$ cat src/rtl/pipe_pkg.sv
`default_nettype none
// ============================================================================
// Module   : pipe_pkg
// Purpose  : Shared state encoding and message width for pipe stages.
// Revision : 1.0  initial release
// ============================================================================
package pipe_pkg;

    localparam int MSG_W = 8;

    typedef logic [0:0] pipeState_t;

    localparam pipeState_t IDLE = 1'b0;
    localparam pipeState_t WAIT = 1'b1;

endpackage
`default_nettype wire

$ cat src/rtl/pipe_arbiter_rr_pick.sv
`default_nettype none
// ============================================================================
// Module   : rr_pick
// Purpose  : Combinational round-robin picker; first set request at or after ptr.
// Revision : 1.0  initial release
// ============================================================================
module rr_pick #(
    parameter int N   = 4,
    parameter int IDW = 2
) (
    input  logic [N-1:0]   i_req,
    input  logic [IDW-1:0] i_ptr,
    output logic [IDW-1:0] o_grant,
    output logic           o_anyValid
);

    logic [2*N-1:0] w_dbl;
    logic [N-1:0]   w_rot;

    // Doubling the vector turns the wrap-around search into a plain shift.
    assign w_dbl = {i_req, i_req};
    assign w_rot = N'(w_dbl >> i_ptr);

    // Descending loop so the lowest rotated position wins.
    always_comb begin
        int sum;
        o_grant = '0;
        sum     = 0;
        for (int k = N - 1; k >= 0; k--) begin
            if (w_rot[k]) begin
                sum = int'(i_ptr) + k;
                if (sum >= N) begin
                    sum = sum - N;
                end
                o_grant = IDW'(sum);
            end
        end
    end

    assign o_anyValid = |i_req;

endmodule
`default_nettype wire

$ cat src/rtl/pipe_arbiter.sv
`default_nettype none
// ============================================================================
// Module   : pipe_arbiter
// Purpose  : Round-robin arbiter sharing one pipe input among N requesters.
// Revision : 1.0  initial release
// ============================================================================
module pipe_arbiter
    import pipe_pkg::*;
#(
    parameter int N   = 4,
    parameter int W   = MSG_W,
    parameter int IDW = 2
) (
    input  logic           clock,
    input  logic           reset,
    input  logic [N-1:0]   rReady,
    input  logic [N*W-1:0] rMsg,
    output logic [N-1:0]   rGet,
    input  logic [N-1:0]   iMask,
    output logic           oReady,
    output logic [W-1:0]   oMsg,
    output logic [IDW-1:0] oId,
    input  logic           oGet,
    output logic [7:0]     oCount
);

    pipeState_t     r_state;
    pipeState_t     w_nextState;
    logic [IDW-1:0] r_ptr;
    logic [N-1:0]   r_get;
    logic           r_ready;
    logic [W-1:0]   r_msg;
    logic [IDW-1:0] r_id;
    logic [7:0]     r_count;

    logic [N-1:0]   w_elig;
    logic [IDW-1:0] w_grant;
    logic           w_any;
    logic           w_capture;
    logic           w_complete;
    logic [W-1:0]   w_grantMsg;
    logic [N-1:0]   w_grantOneHot;
    logic [IDW-1:0] w_ptrNext;

    assign w_elig = rReady & iMask;

    rr_pick #(
        .N   (N),
        .IDW (IDW)
    ) u_pick (
        .i_req      (w_elig),
        .i_ptr      (r_ptr),
        .o_grant    (w_grant),
        .o_anyValid (w_any)
    );

    // Message mux and grant one-hot, one slice per requester.
    always_comb begin
        w_grantMsg    = '0;
        w_grantOneHot = '0;
        for (int i = 0; i < N; i++) begin
            if (w_grant == IDW'(i)) begin
                w_grantMsg       = rMsg[i*W +: W];
                w_grantOneHot[i] = 1'b1;
            end
        end
    end

    assign w_ptrNext = (r_id == IDW'(N - 1)) ? '0 : r_id + 1'b1;

    always_ff @(posedge clock or negedge reset) begin
        if (!reset) begin
            r_state <= IDLE;
        end else begin
            r_state <= w_nextState;
        end
    end

    always_comb begin
        w_nextState = r_state;
        case (r_state)
            IDLE:    if (w_any) w_nextState = WAIT;
            WAIT:    if (oGet)  w_nextState = IDLE;
            default: w_nextState = IDLE;
        endcase
    end

    always_comb begin
        w_capture  = 1'b0;
        w_complete = 1'b0;
        case (r_state)
            IDLE:    w_capture  = w_any;
            WAIT:    w_complete = oGet;
            default: ;
        endcase
    end

    // ptr moves only on completion, so a held transfer never skips anyone.
    always_ff @(posedge clock or negedge reset) begin
        if (!reset) begin
            r_ptr   <= '0;
            r_get   <= '0;
            r_ready <= 1'b0;
            r_msg   <= '0;
            r_id    <= '0;
            r_count <= '0;
        end else begin
            r_get <= w_capture ? w_grantOneHot : '0;
            if (w_capture) begin
                r_ready <= 1'b1;
                r_msg   <= w_grantMsg;
                r_id    <= w_grant;
            end
            if (w_complete) begin
                r_ready <= 1'b0;
                r_ptr   <= w_ptrNext;
                r_count <= r_count + 8'd1;
            end
        end
    end

    assign rGet   = r_get;
    assign oReady = r_ready;
    assign oMsg   = r_msg;
    assign oId    = r_id;
    assign oCount = r_count;

endmodule
`default_nettype wire

$ cat config.mk
export PLATFORM = sky130hd
export DESIGN_NAME = pipe_arbiter
export DESIGN_NICKNAME = d
export VERILOG_FILES = /design/src/rtl/pipe_pkg.sv /design/src/rtl/pipe_arbiter_rr_pick.sv /design/src/rtl/pipe_arbiter.sv
export SDC_FILE = /design/constraint.sdc
export NUM_CORES = 1
export LEC_CHECK = 0
export CELL_PAD_IN_SITES_DETAIL_PLACEMENT = 0
export CELL_PAD_IN_SITES_GLOBAL_PLACEMENT = 1
export CORE_ASPECT_RATIO = 1.75
export CORE_MARGIN = 2
export CORE_UTILIZATION = 26
export CTS_CLUSTER_SIZE = 14
export DETAILED_ROUTE_END_ITERATION = 8
export PLACE_DENSITY = 0.72
export SLEW_MARGIN = 10
export SYNTH_ARGS = -nofsm -noshare
export SYNTH_HDL_FRONTEND = slang
export SYNTH_SLANG_ARGS = --single-unit
$ cat constraint.sdc
create_clock -name clock -period 1.5 [get_ports clock]
set_input_delay 0.375 -clock clock [delete_from_list [all_inputs] [get_ports clock]]
set_output_delay 0.375 -clock clock [all_outputs]
set_load 0.02 [all_outputs]
==> run metrics, run 1 <==
Reg clk slew, reported paths=0.09 ns; total number of vias=1213; most frequent cells in the layout=clkdlybuf4s50_1, dlygate4sd2_1, dfrtp_1, nand2_1, buf_4; crit path capture=oMsg[4]; count of cell types in the netlist=30; DR vias/cell=4.87; ratio of cells with drive above 1 in the final layout=0.239; Critical Path Source=iMask[2]; combinational cell fraction of total power=0.457; Antenna diodes=0; commonest non-fill, non-tap cell in the layout=clkdlybuf4s50_1; area of the core=4710 sq um; Int Pwr=0.00200 W; part of the cycle the worst path needs=1.10; IO Pins=66; highest clock rate=605 MHz; Core Util, Final=0.487; crit path max fanout=8; crit start category=input port; hpwl dp=2800 um; Initial Util=0.272; Sw Share=0.358; sequential area share after synthesis=0.508; worst slew pin tran=0.337 ns; maximum vdd drop=0.894 mV; Finished Cell Area=2290 sq um; clock skew after layout=0.00294 ns; Final setup viols=8; synth top area cells=dfrtp_1, mux2i_1, nand2_1, o221ai_1, xnor2_1; vias in the first global route=1346; antenna violations before repair=0; PortBufs=65; Die Ht=96.8 um; average instance area after synthesis=11.2 sq um; Overflow after GRT=0; area grow syn2layout=79.1%; largest net degree at the start of global routing=27; grt met1 use=0.135; syn nets=159; met3 usage=0.0267; cell taking the most area after synthesis=dfrtp_1; synthesized cell area=1280 sq um; fill cell total of the finished layout=457; Clk network pwr share=0.185; Final Hold Fails=0; Pleak=1.10 nW; Ys Warns=0; H-tree depth=1; DRT antenna net count=0; element type at the critical path end=flop; share of the synthesized area in the top cell type=0.508; Total Negative Setup Slacks=-1.02 ns; CTS Root Cell=clkbuf_8; max_slew headroom=0.775; flop2flop setup slack=-0.14 ns; CTS tree=built; Final WS setup=-0.154 ns; failing checks=negative setup slack; insertion delay to the later sink of the worst-skew pair=0.27 ns; GR peak layer=met2; R2R depth=5; initial DRC count=19; Switch Pwr=0.00111 W; TritonRoute pass-1 iters=4; Crit Reg-Reg Endpoint=oMsg[4]; Reg2Reg Launch Point=r_ptr[1]; Core Rows=33; share of power burned in registers=0.357; RSZ-0062 raised after global routing=true; met2 usage=0.271; crit path time final=1.65 ns; # DRC=0; Post-DP Area=2120 sq um; maxcap violations=0; FF+latch count, synth=26; Critical Path RT=1.65 ns; Post-CTS Hold Buffers=0; status=finished, violations left; WL per Instance=14.7 um; Inserted Clock Buffers=3; Pins Over Slew Limit=0; crit path DAT=1.80 ns; Hold WC Path Type=in -> async; global-route usage over all layers=0.138; routability cong.=0.671; die area=5520 sq um; # nets final=243; die width=57.0 um; Syn Inst Count=114; clk sink count=26; final wirelength=3660 um; Max Buffers Root-to-Sink=2; first-pass GRT wire length=6000 um; WS Path Type=in -> reg; Pwr Density=1360 nW/um^2
[layer usage]
metal | part of all wire | routed length (um)
met5 | 0 | 0
met4 | 0.015 | 53
met3 | 0.060 | 219
met2 | 0.57 | 2100
met1 | 0.35 | 1280
[state kept, by name, summed over array words and instances (netlist names)]
signal,cells
oCount,8
oMsg,8
oId,2
r_ptr,2
oReady,1
rGet,4
r_state,1
[worst min path at each step]
| stage | from | to | slack [ns] |
|---|---|---|---|
| 6_report | reset | oMsg[0] | 0.46 |
| 5_1_grt | reset | oMsg[0] | 0.49 |
| 4_1_cts | reset | oId[0] | 0.47 |
| 3_5_place_dp | oCount[7] | oCount[7] | 0.47 |
| 3_3_place_gp | oCount[7] | oCount[7] | 0.47 |
| 2_1_floorplan | reset | oCount[0] | 0.08 |
[cell usage after synthesis]
cell,count
dfrtp_1,26
nand2_1,19
mux2i_1,16
o221ai_1,8
xnor2_1,5
nand3_1,4
nor2_1,4
nor2b_1,3
o21ai_0,3
clkbuf_1,2
ha_1,2
mux2_2,2
or2_2,2
xor2_1,2
a21bo_2,1
a21boi_0,1
a22oi_1,1
and3_1,1
buf_2,1
buf_4,1
buf_6,1
inv_1,1
mux2_4,1
nand2b_1,1
nand3b_1,1
nand4_1,1
o211ai_2,1
o21a_1,1
o31ai_1,1
or3b_1,1
[power groups by stage]
stage | combinational [W] | clock (W) | sequential (W)
after floorplan | 0.000474 | 0 | 0.00136
after detailed placement | 0.00146 | 0 | 0.00113
after global routing | 0.00154 | 0.000621 | 0.00115
final | 0.00142 | 0.000576 | 0.00111
after CTS | 0.00142 | 0.000592 | 0.00112
after global placement | 0.00143 | 0 | 0.00113
[cell families (layout without fill, tap and decap cells)]
kind of cell | after synthesis | in the layout | synth area share
AO/OA/AOI/OAI | 17 | 17 | 0.108
flip-flops | 26 | 26 | 0.508
buffers and inverters | 6 | 88 | 0.0274
multiplexers | 19 | 19 | 0.154
XOR/XNOR | 7 | 7 | 0.0479
adder cells (fa/ha/maj) | 2 | 2 | 0.0195
AND/OR/NAND/NOR | 37 | 38 | 0.135
[critical path, stage by stage]
cell	delay [ns]
dlygate4sd2_1	0.29
nand2_8	0.06
or3b_4	0.40
o211ai_4	0.13
buf_8	0.19
mux2i_2	0.22
o221ai_1	0.13
[metrics by stage]
stage | cells | worst slack (ns) | power (W) | hold WS, ns
floorplan | 114 | -0.0324 | 0.00184 | 0.0794
global placement | 241 | -0.661 | 0.00256 | 0.471
global route | 249 | -0.224 | 0.00332 | 0.487
finish | 249 | -0.154 | 0.00311 | 0.459
CTS | 249 | -0.222 | 0.00313 | 0.472
detailed placement | 241 | -0.743 | 0.00259 | 0.473
[final cells by class]
type / instances / area, sq um / share of cell area
repair buffers: 83 / 778 / 0.340
clock buffers: 3 / 41.3 / 0.0180
well taps: 52 / 65.1 / 0.0284
flip-flops and latches: 26 / 651 / 0.284
inverters: 1 / 3.75 / 0.00164
clock inverters: 1 / 30.0 / 0.0131
multi-input cells: 83 / 723 / 0.316
[timing repair]
action	in CTS	in global routing
endpoints found under the setup margin	39	16
setup buffers	3	1
cloned	1	1
resized for setup	43	18
pin swaps	7	8
Power figures use the tool's default switching activity.
==> run 2, diff against run 1 <==
--- a/config.mk
+++ b/config.mk
@@ -12,6 +12,7 @@
 export CORE_UTILIZATION = 26
 export CTS_CLUSTER_SIZE = 14
 export DETAILED_ROUTE_END_ITERATION = 8
+export HOLD_SLACK_MARGIN = 0.02
 export PLACE_DENSITY = 0.72
 export SLEW_MARGIN = 10
 export SYNTH_ARGS = -nofsm -noshare
==> results of run 2 <==
The final DEF is identical to that of run 1; final timing and power are the same.
==> run 3, diff against run 2 <==
--- a/config.mk
+++ b/config.mk
@@ -7,13 +7,13 @@
 export LEC_CHECK = 0
 export CELL_PAD_IN_SITES_DETAIL_PLACEMENT = 0
 export CELL_PAD_IN_SITES_GLOBAL_PLACEMENT = 1
-export CORE_ASPECT_RATIO = 1.75
-export CORE_MARGIN = 2
+export CORE_ASPECT_RATIO = 1.1
 export CORE_UTILIZATION = 26
 export CTS_CLUSTER_SIZE = 14
 export DETAILED_ROUTE_END_ITERATION = 8
 export HOLD_SLACK_MARGIN = 0.02
 export PLACE_DENSITY = 0.72
+export REMOVE_ABC_BUFFERS = 1
 export SLEW_MARGIN = 10
 export SYNTH_ARGS = -nofsm -noshare
 export SYNTH_HDL_FRONTEND = slang
==> run metrics, run 3 (same netlist as run 1, synthesis figures left out) <==
highest clock rate=587 MHz (-2.9%); H-tree depth=1 (unchanged); WS Path Type=reg -> reg; Die Ht=75.6 um (-22%); total number of vias=1202 (-0.91%); Crit Reg-Reg Endpoint=oMsg[2]; Post-CTS Hold Buffers=0 (unchanged); Antenna diodes=0 (unchanged); Finished Cell Area=2370 sq um (+3.2%); WL per Instance=13.9 um (-5.4%); Pins Over Slew Limit=0 (unchanged); Initial Util=0.273 (+0.00131); CP Depth=6 (-1); maximum vdd drop=0.581 mV (-35%); Final setup viols=11 (+3); crit path time final=1.70 ns (+0.0490 ns); Post-DP Area=2080 sq um (-2.1%); hold slack=0.461 ns (+0.00174 ns); flop2flop setup slack=-0.20 ns (-0.06 ns); crit start category=flop; crit-path cells=mux2_4, o211ai_4, buf_12, buf_12, mux2i_4, o221ai_2; Pleak=1.15 nW (+4.7%); area of the core=4680 sq um (-0.48%); hpwl dp=2390 um (-15%); insertion delay to the later sink of the worst-skew pair=0.28 ns (about the same); IO Pins=66 (unchanged); Reg2Reg Launch Point=r_ptr[1]; initial DRC count=14 (-5); final wirelength=3570 um (-2.3%); Core Util, Final=0.505 (+0.0181); CP dominant cell by count=buf_12; DRT antenna net count=0 (unchanged); Total Negative Setup Slacks=-1.44 ns (-0.416 ns); Sw Share=0.358 (about the same); Clk network pwr share=0.186 (about the same); CP Buf/Inv Count=2 (unchanged); Final Hold Fails=0 (unchanged); TritonRoute pass-1 iters=4 (unchanged); combinational cell fraction of total power=0.462 (+0.005); crit path max fanout=4 (-4); failing checks=negative setup slack; crit path DAT=1.86 ns (+0.06 ns); part of the cycle the worst path needs=1.14 (+0.0327); die area=5210 sq um (-5.7%); max_slew headroom=0.775 (about the same); clk sink count=26 (unchanged); CTS Root Cell=clkbuf_8; RSZ-0062 raised after global routing=true; clock skew after layout=0.00383 ns (+0.000895 ns); Reg clk slew, reported paths=0.10 ns (about the same); Core Rows=26 (-21%); Inserted Clock Buffers=3 (unchanged); crit-path max cell delay=0.45 ns (+0.05 ns); worst slew pin tran=0.338 ns (+0.000500 ns); share of power burned in registers=0.352 (-0.005); critical path's top delay family=multiplexers; CTS tree=built; Pwr Density=1360 nW/um^2 (about the same); first-pass GRT wire length=5710 um (-4.7%); crit path capture=oMsg[2]; ratio of cells with drive above 1 in the final layout=0.249 (+0.0102); most frequent cells in the layout=clkdlybuf4s50_1, dlygate4sd2_1, dfrtp_1, nand2_1; # nets final=247 (+1.6%); Final WS setup=-0.203 ns (-0.0490 ns); slowest stage cell, crit path=dfrtp_2; Critical Path RT=1.66 ns (about the same); area grow syn2layout=84.8%; Int Pwr=0.00206 W (+3.3%); element type at the critical path end=flop; commonest non-fill, non-tap cell in the layout=clkdlybuf4s50_1; Hold WC Path Type=in -> async; global-route usage over all layers=0.152 (+0.0139); Critical Path Source=r_ptr[1]; DR vias/cell=4.68 (-4.0%); antenna violations before repair=0 (unchanged); # DRC=0 (unchanged); Switch Pwr=0.00115 W (+3.3%); PortBufs=65 (unchanged); routability cong.=0.739 (+10%); status=finished, violations left; die width=68.9 um (+21%); maxcap violations=0 (unchanged); Max Buffers Root-to-Sink=2 (unchanged); largest net degree at the start of global routing=27 (unchanged); vias in the first global route=1242 (-7.7%); Overflow after GRT=0 (unchanged); R2R depth=6 (+1)
[run 3: stage by stage]
step                power (W)  setup slack (ns)  instances
finish                0.00321            -0.203        257
CTS                   0.00328            -0.286        260
global route          0.00343            -0.279        257
global placement      0.00248            -0.578        243
floorplan             0.00179            -0.491        109
detailed placement    0.00251            -0.656        243
[run 3: worst reg2reg max path: stages (launching register included)]
cell and delay, ns:
dfrtp_2 0.45, mux2_4 0.32, o211ai_4 0.21, buf_12 0.15, buf_12 0.12, mux2i_4 0.22, o221ai_2 0.12
[run 3: area by class of cell]
cell class                      instances  area [sq um]
Clock inverter                          1          30.0
Multi-Input combinational cell         82           701
Tap cell                               56          70.1
Inverter                                1          3.75
Timing Repair Buffer                   88           868
Clock buffer                            3          41.3
Fill cell                             418          2320
Sequential cell                        26           652
[run 3: how the worst min path moves through the flow]
stage	cells after the start	slack (ns)	end
finish	2	0.46	oMsg[5]
global route	2	0.50	oMsg[4]
CTS	1	0.47	oCount[7]
detailed placement	1	0.47	oCount[7]
global placement	1	0.46	oCount[7]
floorplan	0	0.08	oCount[0]
[run 3: power by group through the flow]
stage	sequential, W	clock [W]	combinational (W)
after floorplan	0.00136	0	0.000435
after global placement	0.00113	0	0.00135
after detailed placement	0.00114	0	0.00137
after CTS	0.00113	0.000606	0.00155
after global routing	0.00117	0.000643	0.00162
final	0.00113	0.000597	0.00148
[run 3: repair_timing]
action                     4_1_cts  5_1_grt
setup endpoints to repair       37       16
gates resized for setup         52       20
cloned                           3        1
pin swaps                       11       14
buffers inserted                11        3
[run 3: per-layer routing]
metal	routed length, um	vias up	GRT usage
met5	0	-	0
met4	68	0	0.0635
met3	293	7	0.0494
met2	1740	58	0.256
met1	1470	558	0.176
li1	-	579	-
